## config.mk

```make
export PLATFORM = sky130hd
export DESIGN_NAME = stopwatch_display_scan
export DESIGN_NICKNAME = d
export VERILOG_FILES = /design/src/rtl/stopwatch_display_scan.sv
export SDC_FILE = /design/constraint.sdc
export NUM_CORES = 1
export LEC_CHECK = 0
export ABC_AREA = 0
export CAP_MARGIN = 10
export CORE_UTILIZATION = 44
export CTS_BUF_LIST = sky130_fd_sc_hd__clkbuf_8 sky130_fd_sc_hd__clkbuf_16
export DETAILED_ROUTE_END_ITERATION = 12
export DONT_BUFFER_PORTS = 1
export REMOVE_ABC_BUFFERS = 1
export SLEW_MARGIN = 10
export SYNTH_ARGS = -nofsm -noshare
export SYNTH_HDL_FRONTEND = slang
export SYNTH_SLANG_ARGS = --single-unit
```

## constraint.sdc

```tcl
create_clock -name clk_in -period 3.1 [get_ports clk_in]
set_clock_uncertainty 0.05 [all_clocks]
set_input_delay 0.62 -clock clk_in [delete_from_list [all_inputs] [get_ports clk_in]]
set_output_delay 0.62 -clock clk_in [all_outputs]
set_load 0.005 [all_outputs]
```

## src/rtl/stopwatch_display_scan.sv

```systemverilog
// Four-digit multiplexed 7-segment scanner for the stopwatch BCD count.
// Per-frame shadow load, leading-zero blank, blink and ghosting guard.
module stopwatch_display_scan #(
    parameter int REFRESH_DIV = 50000,
    parameter int BLINK_DIV   = 128,
    parameter bit ACTIVE_LOW  = 1'b1
) (
    input  logic        clk_in,
    input  logic        RESET_N,
    input  logic [16:1] Q,
    input  logic        BLINK_EN,
    input  logic        LZ_BLANK,
    output logic [4:1]  AN,
    output logic [7:1]  SEG,
    output logic        DP,
    output logic        FRAME_TICK
);

    localparam int CW = (REFRESH_DIV > 1) ? $clog2(REFRESH_DIV) : 1;
    localparam int FW = $clog2(BLINK_DIV + 1);

    localparam logic [CW-1:0] CNT_LAST = CW'(REFRESH_DIV - 1);
    localparam logic [FW-1:0] FRM_LAST = FW'(BLINK_DIV - 1);

    logic [CW-1:0] cnt;
    logic [1:0]    idx;
    logic [16:1]   shadow;
    logic [FW-1:0] frame_cnt;
    logic          phase;

    logic          wrap;
    logic          frame_end;
    logic [3:0]    digit;
    logic [7:1]    dec;
    logic          blank;
    logic [4:1]    an_hi;
    logic [7:1]    seg_hi;
    logic          dp_hi;

    assign wrap      = (cnt == CNT_LAST);
    assign frame_end = wrap && (idx == 2'd3);

    always_comb begin
        digit = 4'd0;
        unique case (idx)
            2'd0: digit = shadow[4:1];
            2'd1: digit = shadow[8:5];
            2'd2: digit = shadow[12:9];
            2'd3: digit = shadow[16:13];
        endcase
    end

    // active-high gfedcba; invalid BCD shows a dash
    always_comb begin
        dec = 7'b1000000;
        unique case (digit)
            4'd0: dec = 7'b0111111;
            4'd1: dec = 7'b0000110;
            4'd2: dec = 7'b1011011;
            4'd3: dec = 7'b1001111;
            4'd4: dec = 7'b1100110;
            4'd5: dec = 7'b1101101;
            4'd6: dec = 7'b1111101;
            4'd7: dec = 7'b0000111;
            4'd8: dec = 7'b1111111;
            4'd9: dec = 7'b1101111;
            default: dec = 7'b1000000;
        endcase
    end

    always_comb begin
        blank  = (cnt == '0)
               || (phase && BLINK_EN)
               || ((idx == 2'd3) && LZ_BLANK && (digit == 4'd0));
        an_hi  = 4'b0000;
        seg_hi = 7'b0000000;
        dp_hi  = 1'b0;
        if (!blank) begin
            an_hi  = 4'b0001 << idx;
            seg_hi = dec;
            dp_hi  = (idx == 2'd2);
        end
    end

    always_ff @(posedge clk_in) begin
        if (!RESET_N) begin
            cnt        <= '0;
            idx        <= 2'd0;
            shadow     <= 16'h0000;
            frame_cnt  <= '0;
            phase      <= 1'b0;
            AN         <= {4{ACTIVE_LOW}};
            SEG        <= {7{ACTIVE_LOW}};
            DP         <= ACTIVE_LOW;
            FRAME_TICK <= 1'b0;
        end else begin
            cnt        <= wrap ? '0 : cnt + 1'b1;
            FRAME_TICK <= frame_end;
            if (wrap) begin
                idx <= idx + 2'd1;
            end
            if (frame_end) begin
                shadow <= Q;
            end
            // blink state is parked at a visible start while disabled
            if (!BLINK_EN) begin
                frame_cnt <= '0;
                phase     <= 1'b0;
            end else if (frame_end) begin
                if (frame_cnt == FRM_LAST) begin
                    frame_cnt <= '0;
                    phase     <= ~phase;
                end else begin
                    frame_cnt <= frame_cnt + 1'b1;
                end
            end
            AN  <= an_hi ^ {4{ACTIVE_LOW}};
            SEG <= seg_hi ^ {7{ACTIVE_LOW}};
            DP  <= dp_hi ^ ACTIVE_LOW;
        end
    end

endmodule

```

### After elaboration in Yosys (flattened, before gate mapping)

Memory sizes are Yosys's and may differ from the RTL's.
Cells that the tools add are included.

| cells by class | value |
|---|---|
| add/subtract/negate cells | 3 |
| equality and inequality tests | 5 |
| shift-type cells | 1 |
| muxes and demuxes | 5 |
| bitwise gates (word level) | 5 |
| reduce and logical (&&, ||, !) cells | 12 |

Operators with widths:

| operator | count |
|---|---|
| 16-bit by 1-bit adder with 16-bit output (second input constant) | 1 |
| 16-bit equality test (second input constant) | 1 |
| 16-bit logical NOT | 1 |
| 4-bit case mux with 4 select lines | 1 |
| 8-bit by 1-bit adder with 8-bit output (second input constant) | 1 |
| 8-bit by 7-bit equality test with 1-bit output (second input constant) | 1 |
| 8-bit two-way mux | 1 |
| 7-bit two-way mux | 1 |
| 7-bit NOT | 1 |
| 2-bit equality test (second input constant) | 2 |
| 1-bit logical AND | 4 |
| 4-bit logical NOT | 1 |
| 4-bit two-way mux | 1 |
| 4-bit NOT | 1 |
| 2-bit AND reduction | 2 |
| 1-bit by 2-bit << shifter with 4-bit output (first input constant) | 1 |
| 1-bit NOT | 3 |
| 2-bit by 1-bit adder with 2-bit output (second input constant) | 1 |
| 2-bit by 1-bit equality test with 1-bit output (second input constant) | 1 |
| 2-bit logical NOT | 1 |
| 1-bit logical OR | 2 |
| 2-bit OR reduction | 1 |
| 1-bit two-way mux | 1 |

| storage, ports and cells | value |
|---|---|
| register bits after elaboration | 56 |
| bits in read-only memories | 112 |
| input port bits | 20 |
| output and inout bits | 13 |
| word-level logic and storage cells | 41 |
| memories | 1 |

Memories:

| name | words | width | read ports | clocked after Yosys merged registers in | wr ports | line | text |
|---|---|---|---|---|---|---|---|
| (name not given) | 16 | 7 | 1 | 0 | 0 | 56 | `unique case (digit)` |

### Longest topological paths before layout

Gate-level depths: netlist of run 1.

| logic depth | value |
|---|---|
| depth in word-level cells | 7 |
| gate-level depth with buffers | 9 |
| gate-level depth less buffers | 9 |

### Least setup slack after synthesis of run 1

OpenSTA, ideal clock, no wires.

| timing path | value |
|---|---|
| path kind | reg-to-reg |
| from | register idx[0] |
| to | register SEG[7] in the netlist's numbering |
| library setup time | 138 ps |
| arrival | 1,850 ps |
| required time | 2,912 ps |
| slack | 1,061 ps |
| cell stages (with the launch flop) | 10 |
| buffers on the path | 2 |
| period minus slack after synthesis | 2,039 ps |
| cells stage by stage | dfxtp_1 > inv_1 > ha_1 > buf_2 > mux2i_1 > inv_1 > ha_1 > a41oi_1 > buf_2 > o21ai_0 |

| on the way | value |
|---|---|
| cells in the longest elaborated chain, start to end | 7 |
| elaborated cells on any way between the ends | 12 |
| classes of those cells | eq/ne (3); mux (2); bitwise (1); reduce/logical (5); memory (1) |

RTL lines:

| what | line | text |
|---|---|---|
| start, declared | 26 | `logic [1:0] idx;` |
| start signal, assigned | 100 | `idx <= idx + 2'd1;` |
| parallel branches: the longest is 5 deep, another holds memory read 16 x 7 bit | -- |  |
| 7-bit two-way mux * | 78 | `if (!blank) begin` |
| 7-bit NOT (no line) * | -- |  |
| end signal, assigned | 93 | `SEG <= {7{ACTIVE_LOW}};` |
| end signal, assigned | 118 | `SEG <= seg_hi ^ {7{ACTIVE_LOW}};` |
| end, declared | 14 | `output logic [7:1] SEG,` |

Every way passes the cells marked *.
A chain may end at the register's enable or synchronous reset.

### Worst setup path in the final report of run 1

Ends and elaborated chain as after synthesis.

==> impl_metrics.py, run 1 <==
metrics = {
    "status": {
        "violations": "design-rule violations",
        "status": "complete, but fails checks",
    },
    "cts": {
        "clk-insertion-delay-late_ns": 0.31,
        "cts_tree": "built",
        "cts.path.max_buffers": 2,
        "cts_root_buf": "clkbuf_8",
        "cts_buffers": 5,
        "numClockSinks": 55,
        "clkTransAtPathRegs_ns": 0.10,
        "h-tree-depth": 2,
        "hold_buffers": 0,
    },
    "setup_path": {
        "critPathMostFrequentCell": "ha_1",
        "arrival_ns": 2.62,
        "startpoint_type": "flip-flop",
        "cp_slowest_cell": "ha_1",
        "path_cells": "ha_1, a222oi_1, mux2i_1, inv_1, ha_1, a41oi_2, o21ai_0",
        "path_class": "reg -> reg",
        "critical_path_required_ns": 3.23,
        "endpoint_kind": "flip-flop",
        "crit_fanout": 11,
        "crit_path_max_incr_delay_ns": 0.43,
    },
    "grt": {
        "grt_util_all_layers_pct": 17.9,
        "grt_overflow": 0,
        "antenna_found_initial": 0,
        "grt_first_pass_wirelength_mm": 8.61,
        "grt_start_max_net_pins": 22,
        "grt_pass1_vias": 1783,
    },
    "die": {
        "die_h_um": 77.4,
        "initial_utilization_pct": 45.5,
        "die_area_mm2": 0.00600,
        "dieWidth_um": 77.4,
        "core_area_mm2": 0.00551,
        "io_pins": 33,
        "rows": 27,
    },
    "routing": {
        "firstDrtPassIters": 8,
        "drt-wirelength-per-cell_um": 13.5,
        "drtIter0Drc": 81,
        "antenna_left": 0,
        "drc": 2,
        "via_count": 1912,
        "viasPerCell": 5.33,
        "drt_wl_total_mm": 4.84,
    },
    "cells_and_area": {
        "layoutNonFillerInstCount": 359,
        "area_growth_pct": 7.55,
        "antennaDiodeCount": 0,
        "nNetsFinal": 318,
        "drive_above_1_share_pct": 8.01,
    },
    "run": {
        "cap_violations": 0,
    },
    "timing": {
        "slew_viol_final": 0,
        "maxSlewHeadroom_pct": 50.1,
        "setup_slack_ns": 0.607,
        "finalSetupViolations": 0,
        "finalSetupTns_ns": 0,
        "fin_crit_ns": 2.49,
        "holdWs_ns": 0.389,
        "finalHoldViolCount": 0,
        "rsz0062_at_grt": "false",
        "tightestPinTransition_ns": 0.747,
        "fin_crit_sh_pct": 80.4,
        "fmax_mhz": 401,
    },
    "placed_design": {
        "io_buffers": 0,
        "dp_hpwl_mm": 3.42,
        "place_inst": 351,
        "gp_congestion": 0.828,
        "dpl_worst_slack_ns": 0.349,
    },
    "synth": {
        "synthArstFlopShare_pct": 0,
        "synth.yosys.seq_area_share_pct": 44.0,
        "ys_types": 41,
        "yosys_warnings": 0,
        "synthFlopType": "dfxtp_1",
        "synthesis.area_mm2": 0.00250,
        "synth_edf_count": 0,
        "syn_avg_cell_area_um2": 8.63,
        "ys_ff_latch": 55,
        "syn_inst": 290,
    },
    "min_path": {
        "hold_path_class": "in -> reg",
    },
    "pwr": {
        "ir_worst_vdd_v": 0.000215,
        "p_leak_nw": 0.936,
        "pwr_density_cell_mw_per_mm2": 492,
    },
}
layout by cell type, fill, tap and decap left out, types with 2 or more instances in the layout:
master	Yosys	layout
dfxtp_1	55	55
ha_1	12	12
bufinv_16	0	2
a21oi_1	21	21
buf_4	2	3
clkbuf_8	0	5
mux2i_1	2	2
nor4_4	2	2
and4_1	4	4
nor3_1	6	6
nand2_1	39	39
a222oi_1	3	3
and2_1	3	3
nand4_1	8	8
and3_1	5	5
nor2_1	31	31
xor2_1	10	10
o21ai_0	6	6
xnor2_1	11	11
a22oi_1	2	2
nand3_1	26	26
inv_1	12	12
cells in the mapped netlist, drive strengths merged, types with 4 or more instances:
master | n | area, um^2
and4 | 4 | 35.0
clkbuf | 7 | 27.5
o21ai | 6 | 30.0
nand2 | 40 | 153
inv | 12 | 45.0
nand3 | 27 | 140
and3 | 5 | 31.3
xnor2 | 11 | 96.3
buf | 7 | 40.0
nor3 | 7 | 40.0
dfxtp | 55 | 1100
xor2 | 10 | 87.6
a21oi | 21 | 105
nand4 | 8 | 50.1
nor2 | 32 | 123
and2 | 4 | 26.3
ha | 12 | 150
timing repair:
item	4_1_cts	5_1_grt
endpoints found under the setup margin	0	5
setup buffers	0	0
gates resized for setup	0	1
metrics by stage:
stage | total power [mW] | area (um^2) | utilization, %
floorplan | 0.764 | 2440 | -
global placement | 0.772 | 2550 | 46.3
detailed placement | 0.773 | 2550 | 46.3
CTS | 1.33 | 2690 | 48.8
global route | 1.38 | 2690 | 48.9
finish | 1.32 | 2690 | 48.9
critical path, delay by kind of cell (launching register included):
family / cells / cell delay [ns]
AOI/OAI and AO/OA: 3 / 0.71
adders and majority gates: 2 / 0.68
buffers and inverters: 1 / 0.13
DFF: 1 / 0.41
muxes: 1 / 0.38
sequential cells by signal, summed over array words and instances (netlist names):
name,flops
SEG,7
DP,1
cnt,16
phase,1
FRAME_TICK,1
idx,2
frame_cnt,8
AN,3
shadow,16
cells by family after synthesis:
kind of cell | after synthesis | synth area share [%]
and+or+nand+nor | 136 | 27.8
AOI/OAI and AO/OA | 36 | 8.55
adders and majority gates | 12 | 6.00
buffers and inverters | 26 | 4.50
DFF | 55 | 44.0
muxes | 4 | 1.80
xor gates and xnor gates | 21 | 7.35
worst paths after layout:
kind	startpoint	end	slack, ns	cells past startpoint
worst max-delay path	idx[0]	SEG[7]	0.61	7
worst min-delay path	Q[7]	shadow[7]	0.39	2
worst max register to register	idx[0]	SEG[7]	0.61	7
worst min register to register	shadow[12]	shadow[12]	0.41	2
metal layers:
layer | part of all wire (%) | track usage, %
met4 | 1.6 | 6.04
met2 | 46 | 28.3
met3 | 3.2 | 4.00
met1 | 50 | 23.9
met5 | 0 | 0
power breakdown:
group | internal [mW] | total [mW] | switching (mW)
Clock | 0.322 | 0.568 | 0.245
Sequential | 0.719 | 0.727 | 0.00745
Combinational | 0.00993 | 0.0293 | 0.0194
cell type report:
type	count	area (um^2)
fill	539	2810
multi-input combinational	209	1300
sequential	55	1100
tap	72	90.1
clock buffer	5	68.8
clock inverter	3	67.6
inverter	12	45.0
timing repair buffer	3	22.5
Power figures use the tool's default switching activity.
==> run 2, diff against run 1 <==
clock period = 2.49 ns   (was 3.1 ns; I/O delays follow)
==> impl_metrics.py, run 2 (same netlist as run 1, synthesis figures left out) <==
metrics = {
    "status": {
        "status": "complete, but fails checks",
        "violations": "design-rule violations",
    },
    "pwr": {
        "pwr_density_cell_mw_per_mm2": 539,
        "p_leak_nw": 0.932,
        "ir_worst_vdd_v": 0.000304,
    },
    "cts": {
        "cts_buffers": 5,
        "cts_tree": "built",
        "cts.path.max_buffers": 2,
        "clk-insertion-delay-late_ns": 0.32,
        "clkTransAtPathRegs_ns": 0.10,
        "h-tree-depth": 2,
        "numClockSinks": 55,
        "cts_root_buf": "clkbuf_8",
        "hold_buffers": 0,
    },
    "setup_path": {
        "arrival_ns": 2.38,
        "endpoint_kind": "flip-flop",
        "reg2reg_from": "idx[1]",
        "path_buf_inv": 2,
        "critical_path_required_ns": 2.65,
        "crit_fanout": 6,
        "cp-startpoint": "idx[1]",
        "path_class": "reg -> reg",
        "crit_path_max_incr_delay_ns": 0.43,
        "startpoint_type": "flip-flop",
        "critPathTopFamily": "compound AO/OA/AOI/OAI gates",
        "cp_slowest_cell": "a222oi_1",
        "path_cells": "inv_1, ha_1, a222oi_1, mux2i_2, inv_1, ha_1, nor2_1, o32ai_1, nand2_1",
        "rrSetupSlack_ns": 0.27,
    },
    "grt": {
        "antenna_found_initial": 0,
        "grt_util_all_layers_pct": 17.7,
        "grt_first_pass_wirelength_mm": 8.44,
        "grt_pass1_vias": 1810,
        "grt_overflow": 0,
        "grt_start_max_net_pins": 21,
    },
    "routing": {
        "drt-wirelength-per-cell_um": 13.2,
        "via_count": 1901,
        "dr_wl_met2_mm": 2.13,
        "top_layer_used": "met4",
        "drc": 2,
        "drtIter0Drc": 93,
        "wl_met1_mm": 2.38,
        "firstDrtPassIters": 8,
        "drt_wl_total_mm": 4.77,
        "viasPerCell": 5.24,
        "antenna_left": 0,
        "met3_length_um": 171,
    },
    "cells_and_area": {
        "fillers": 547,
        "reg_top3": "cnt (16), shadow (16), frame_cnt (8)",
        "area_growth_pct": 6.85,
        "seqCellArea_mm2": 0.00110,
        "most-common-layout-cells": "dfxtp_1 (55), nand2_1 (39), nor2_1 (31), nand3_1 (26), a21oi_1 (21)",
        "drive_above_1_share_pct": 9.28,
        "nNetsFinal": 322,
        "final_common_cell": "dfxtp_1",
        "fin_area_mm2": 0.00268,
        "antennaDiodeCount": 0,
        "multi_input_area_mm2": 0.00130,
    },
    "timing": {
        "tightestPinTransition_ns": 0.588,
        "fmax_mhz": 451,
        "finalSetupViolations": 0,
        "slew_viol_final": 0,
        "fin_crit_sh_pct": 89.0,
        "finalHoldViolCount": 0,
        "rsz0062_at_grt": "false",
        "finalSetupTns_ns": 0,
        "maxSlewHeadroom_pct": 60.8,
        "fin_crit_ns": 2.22,
    },
    "run": {
        "cap_violations": 0,
    },
    "placed_design": {
        "dpl_cell_area_mm2": 0.00258,
        "dp_hpwl_mm": 3.46,
        "io_buffers": 0,
        "gp_congestion": 0.822,
    },
    "die": {
        "die_h_um": 77.4,
        "die_area_mm2": 0.00600,
        "rows": 27,
        "core_area_mm2": 0.00551,
        "io_pins": 33,
        "dieWidth_um": 77.4,
        "initial_utilization_pct": 45.5,
    },
    "min_path": {
        "hold_path_class": "in -> reg",
        "hp-start": "Q[7]",
    },
}
==> run 2: changes by cell type in the layout (fill, tap and decap cells not counted), sizes merged <==
cell      delta
buf          +4
bufinv       -2
clkinv       +2
clkinvlp     -1
inv          +1
==> run 2: worst reg2reg max path: stages, from the launching register on <==
cell      delay (ns)
dfxtp_1         0.39
inv_1           0.09
ha_1            0.26
a222oi_1        0.43
mux2i_2         0.20
inv_1           0.12
ha_1            0.19
nor2_1          0.07
o32ai_1         0.25
nand2_1         0.07
==> run 2: worst paths after layout <==
| path | cells past startpoint | endpoint |
|---|---|---|
| hold / removal | 2 | shadow[7] |
| hold reg to reg | 2 | shadow[1] |
| setup / recovery | 9 | SEG[6] |
| setup reg to reg | 9 | SEG[6] |
==> run 2: what timing repair did <==
action	CTS	global route
endpoints found under the hold margin	0	0
setup endpoints to repair	0	11
buffers inserted	0	0
resized for setup	0	2
==> run 2: metal layers <==
metal	track usage, %	vias to the layer above
met3	4.00	8
met4	7.36	0
met5	0	-
li1	-	991
met2	27.0	36
met1	23.9	866
==> run 2: power by group <==
group	internal [mW]	switching [mW]
registers	0.895	0.00960
logic	0.0137	0.0245
clock network	0.199	0.299
total	1.11	0.333
==> run 2: stage by stage <==
step	instances	total power [mW]	hold slack [ns]	worst slack (ns)	utilization [%]
after detailed placement	355	0.965	0.399	0.173	46.8
final	363	1.44	0.263	0.273	48.6
after CTS	363	1.47	0.251	0.167	48.5
after global routing	363	1.52	0.248	0.0412	48.6
after floorplan	276	0.951	0.376	-0.0762	-
after global placement	355	0.964	0.395	0.291	46.8
==> run 2: final cells by class <==
class	instances	share of cell area (%)
Clock buffer	5	2.57
Clock inverter	3	0.795
Inverter	12	1.68
Multi-Input combinational cell	209	48.5
Sequential cell	55	41.2
Tap cell	72	3.37
Timing Repair Buffer	7	1.96
